--- src/rtl/phase_shift_dyn_ctrl.sv ---
// Dynamic fine-phase-shift controller: single-step inc/dec requests over a PSEN/PSDONE
// handshake, accumulating a wrapped signed step offset and driving base_shift + offset in degrees.
module phase_shift_dyn_ctrl #(
  parameter int unsigned STEPS   = 56,
  parameter int unsigned LATENCY = 12
) (
  input  logic               clk,
  input  logic               rst,
  input  logic               psen,
  input  logic               psincdec,
  input  logic signed [31:0] base_shift,
  input  logic               lock_in,
  output logic signed [31:0] shift_out,
  output logic signed [15:0] offset,
  output logic               psdone,
  output logic               busy,
  output logic               ps_err
);

  localparam logic signed [15:0] StepsM1  = 16'(STEPS - 1);
  localparam logic signed [31:0] StepsS   = 32'(STEPS);
  localparam logic        [7:0]  CntLoad  = 8'(LATENCY - 2);

  typedef enum logic [1:0] {StIdle, StApply, StWait, StDone} state_e;

  state_e             state_q, state_d;
  logic        [7:0]  cnt_q, cnt_d;
  logic signed [15:0] offset_q, offset_d;
  logic               dir_q, dir_d;
  logic               busy_q, busy_d;
  logic               psdone_q, psdone_d;
  logic               ps_err_q, ps_err_d;
  logic signed [31:0] shift_q, shift_d;
  logic signed [31:0] off_ext, prod, quot;

  always_ff @(posedge clk or posedge rst) begin
    if (rst) begin
      state_q <= StIdle;
    end else begin
      state_q <= state_d;
    end
  end

  always_comb begin
    state_d  = state_q;
    cnt_d    = cnt_q;
    offset_d = offset_q;
    dir_d    = dir_q;
    busy_d   = busy_q;
    psdone_d = 1'b0;
    ps_err_d = 1'b0;
    unique case (state_q)
      StIdle: begin
        if (psen) begin
          dir_d   = psincdec;
          busy_d  = 1'b1;
          state_d = StApply;
        end
      end
      StApply: begin
        ps_err_d = psen;
        if (dir_q) begin
          offset_d = (offset_q == StepsM1) ? 16'sd0 : offset_q + 16'sd1;
        end else begin
          offset_d = (offset_q == -StepsM1) ? 16'sd0 : offset_q - 16'sd1;
        end
        cnt_d   = CntLoad;
        state_d = StWait;
      end
      StWait: begin
        ps_err_d = psen;
        if (cnt_q != 8'd0) begin
          cnt_d = cnt_q - 8'd1;
        end else if (lock_in == 1'b1) begin
          // x on lock_in fails this test and keeps us waiting
          state_d  = StDone;
          psdone_d = 1'b1;
          busy_d   = 1'b0;
        end
      end
      StDone: begin
        ps_err_d = psen;
        state_d  = StIdle;
      end
      default: state_d = StIdle;
    endcase
  end

  // Product in 32-bit signed; '/' on signed operands truncates toward zero
  always_comb begin
    off_ext = {{16{offset_q[15]}}, offset_q};
    prod    = off_ext * 32'sd360;
    quot    = prod / StepsS;
    shift_d = base_shift + quot;
  end

  always_ff @(posedge clk or posedge rst) begin
    if (rst) begin
      cnt_q    <= '0;
      offset_q <= '0;
      dir_q    <= 1'b0;
      busy_q   <= 1'b0;
      psdone_q <= 1'b0;
      ps_err_q <= 1'b0;
      shift_q  <= '0;
    end else begin
      cnt_q    <= cnt_d;
      offset_q <= offset_d;
      dir_q    <= dir_d;
      busy_q   <= busy_d;
      psdone_q <= psdone_d;
      ps_err_q <= ps_err_d;
      shift_q  <= shift_d;
    end
  end

  assign shift_out = shift_q;
  assign offset    = offset_q;
  assign psdone    = psdone_q;
  assign busy      = busy_q;
  assign ps_err    = ps_err_q;

endmodule

--- config.mk ---
export PLATFORM = sky130hd
export DESIGN_NAME = phase_shift_dyn_ctrl
export DESIGN_NICKNAME = d
export VERILOG_FILES = /design/src/rtl/phase_shift_dyn_ctrl.sv
export SDC_FILE = /design/constraint.sdc
export NUM_CORES = 1
export LEC_CHECK = 0
export ABC_AREA = 0
export BUFFER_PORTS_ARGS = -buffer_cell sky130_fd_sc_hd__buf_4
export CORE_UTILIZATION = 50
export CTS_CLUSTER_DIAMETER = 100
export CTS_CLUSTER_SIZE = 25
export DETAILED_ROUTE_END_ITERATION = 8
export PLACE_DENSITY = 0.69
export SLEW_MARGIN = 5
export SYNTH_ARGS = -nofsm -noshare
export SYNTH_HDL_FRONTEND = slang
export SYNTH_SLANG_ARGS = --single-unit
--- constraint.sdc ---
create_clock -name clk -period 19.95 [get_ports clk]
set_input_delay 3.99 -clock clk [delete_from_list [all_inputs] [get_ports clk]]
set_output_delay 3.99 -clock clk [all_outputs]
set_load 0.005 [all_outputs]
==> metrics.txt <==
synthesized netlist cell count=approximately 1300; ANT nets after route=0; number of port buffers=87; Mapped Nets=1480; top cells by area, synth=dfrtp_1 (15%), ha_1 (13%), xnor2_1 (5.9%), fa_1 (5.5%), inv_1 (4.1%); Sequential Area=1551 sq um; Unique masters post-synth=~110; Final Hold Vio Count=0; Ports=a little under 90; per-cell routed wire length=16.93 um; Synth top area share=14.74%; final slew viol count=0; fin nets=around 1500; starting DRC count in detailed routing=between 500 and 600; YS warnings=0; Fillers=about 1900; total routed wirelength=between 20000 and 30000 um; worst-path maximum fanout=15; vias per inst=6.185; Rows=52; Worst Setup Start Kind=flip-flop; Critical Path AT=~19 ns; multi-input logic area=roughly 8400 sq um; DR vias=10180; CTS Buffer Depth=2; Setup Skew=around 0.017 ns; grt total ovfl=0; worst skew pair latency=roughly 0.35 ns; clk sink count=between 60 and 70; Reg2Reg Depth=75; CTS Hold Buffers Added=0; CP max stage cell=or4_4; initial antenna violation count=0; Die H=roughly 150 um; Fmax=roughly 0.054 GHz; Max Cap Viol=0; CTS Root Cell=clkbuf_16; synthesized area=10530 sq um; fraction of layout cells with a size suffix above 1=between 10% and 20%; vias in the first global route=9674; Initial Utilization=between 50 and 60%; Yosys reg bits=62; GR Util All Layers=roughly a quarter; Main synth FF type=dfrtp_1; Synth area leader=dfrtp_1; post-route minimum period=~19 ns; drc violations=0; die width=about 150 um; Critical Path Max Stage Delay=0.69 ns; Post-synth ARST share=100.0%; register area share after synthesis=between 10% and 20%; Inserted Clock Buffers=9; actual slew at the worst max-slew pin=1.039 ns; WS Path Type=reg -> reg; HPWL Detailed=between 20000 and 25000 um; most frequent cells in the layout=inv_1 (115), ha_1 (112), nand2_1 (103); core area=just over 20000 sq um; CTS tree=built; # setup viols final=0; status=finished, final reports clean; P&R area growth vs syn=12.12%; most common cell after layout, fill and taps aside=inv_1; Worst slew margin=roughly 30%; fin crit share=a little over 90%; die area=~22000 sq um; Critical Path Sink Type=flip-flop; number of detailed-route iterations in the first pass=5; EDFF count, synth=0; RD Place Congestion=0.9495; CP Data Required Time=approximately 20 ns; Avg Inst Size Synth=around 8.1 sq um; htree depth=3; clk slew on worst S/H paths=0.06 ns; largest net degree at the start of global routing=63; ant diodes=0; hold path depth=1; TNS Setup=0 ns; most frequent CP cell=a21oi_1; Hold Crit Class=reg -> reg; RSZ-0062 raised after global routing=no; first-pass GRT wire length=between 40000 and 50000 um
[layout make-up]
class / instances / area share (%)
clock buffer: 9 / 1.908
timing repair buffer: 100 / 6.359
inverter: 116 / 3.688
tap: 270 / 2.862
sequential: 62 / 13.14
clock inverter: 7 / 0.6995
multi-input combinational: 1082 / 71.34
[critical path, delay by kind of cell, from the launching register on]
kind                     cells  cell delay [ns]
AO/OA/AOI/OAI               50            10.11
XOR/XNOR                     3             0.62
adder cells (fa/ha/maj)      7             2.64
buffers and inverters        4             0.42
flip-flops                   1             0.54
multiplexers                 1             0.31
AND/OR/NAND/NOR             10             3.85
[cells by family after synthesis]
kind of cell	count (synthesis)	share of synthesized area, %
compound gates	444	30.85
simple gates	378	19.26
buf+inv	158	6.108
fa+ha+maj	142	18.92
xor+xnor	102	8.485
flops	62	14.74
mux	16	1.640
[synthesized netlist by cell type, types with 8 or more instances]
| cell | n |
|---|---|
| inv_1 | 116 |
| o211ai_1 | 21 |
| nand2_1 | 103 |
| o211a_1 | 8 |
| ha_1 | 112 |
| a211o_1 | 8 |
| nor3_1 | 21 |
| a31oi_1 | 35 |
| a21o_1 | 21 |
| xor2_1 | 31 |
| xnor2_1 | 71 |
| nand3_1 | 42 |
| nor2_1 | 72 |
| o2111ai_1 | 14 |
| nand2b_1 | 9 |
| a21oi_1 | 86 |
| mux2i_1 | 11 |
| or3_1 | 10 |
| buf_2 | 10 |
| a211oi_1 | 14 |
| nand4_1 | 13 |
| nor2b_1 | 11 |
| clkbuf_1 | 25 |
| nor4_1 | 12 |
| o21ai_1 | 11 |
| o21ai_0 | 66 |
| o21bai_1 | 28 |
| fa_1 | 29 |
| o21a_1 | 11 |
| and3_1 | 22 |
| dfrtp_1 | 62 |
| and2_1 | 16 |
[registers in the layout, indices dropped and copies added, names as in the netlist]
signal,count
busy,1
cnt_q,8
dir_q,1
offset,16
ps_err,1
psdone,1
shift_out,32
state_q,2
[path summary, 6_finish.rpt]
kind                       startpoint             to  slack, ns
max                         offset[5]  shift_out[31]       1.31
min                          cnt_q[7]       cnt_q[7]       0.49
max reg2reg                 offset[5]  shift_out[31]       1.31
min reg2reg                  cnt_q[7]       cnt_q[7]       0.49
max in group asynchronous         rst  shift_out[15]      15.56
min in group asynchronous         rst       cnt_q[1]       3.88
[stage by stage]
stage	hold WS, ns	utilization (%)	instance area (sq um)	worst slack, ns	std cells
global placement	0.4670	55.63	11370	1.488	1623
floorplan	0.4480	-	10530	3.610	1302
global route	0.5356	57.78	11810	0.004878	1646
detailed placement	0.4785	55.63	11370	0.9473	1623
CTS	0.4862	57.14	11670	0.8561	1639
finish	0.4862	57.78	11810	1.305	1646
[per-layer routing]
metal  wire length, um  up-vias  GRT usage (%)
li1                  -     4989              -
met1             12600     4843          33.77
met2             13270      323          43.51
met3              1674       25          3.913
met4               325        0          5.876
met5                 0        -              0
[repair_timing]
action | in CTS | in global routing
setup endpoints to repair | 0 | 6
buffers inserted | 0 | 7
resized for setup | 0 | 12
Power is not shown: default switching activity piles up to over one toggle a cycle in this logic, so the estimate is an artifact.
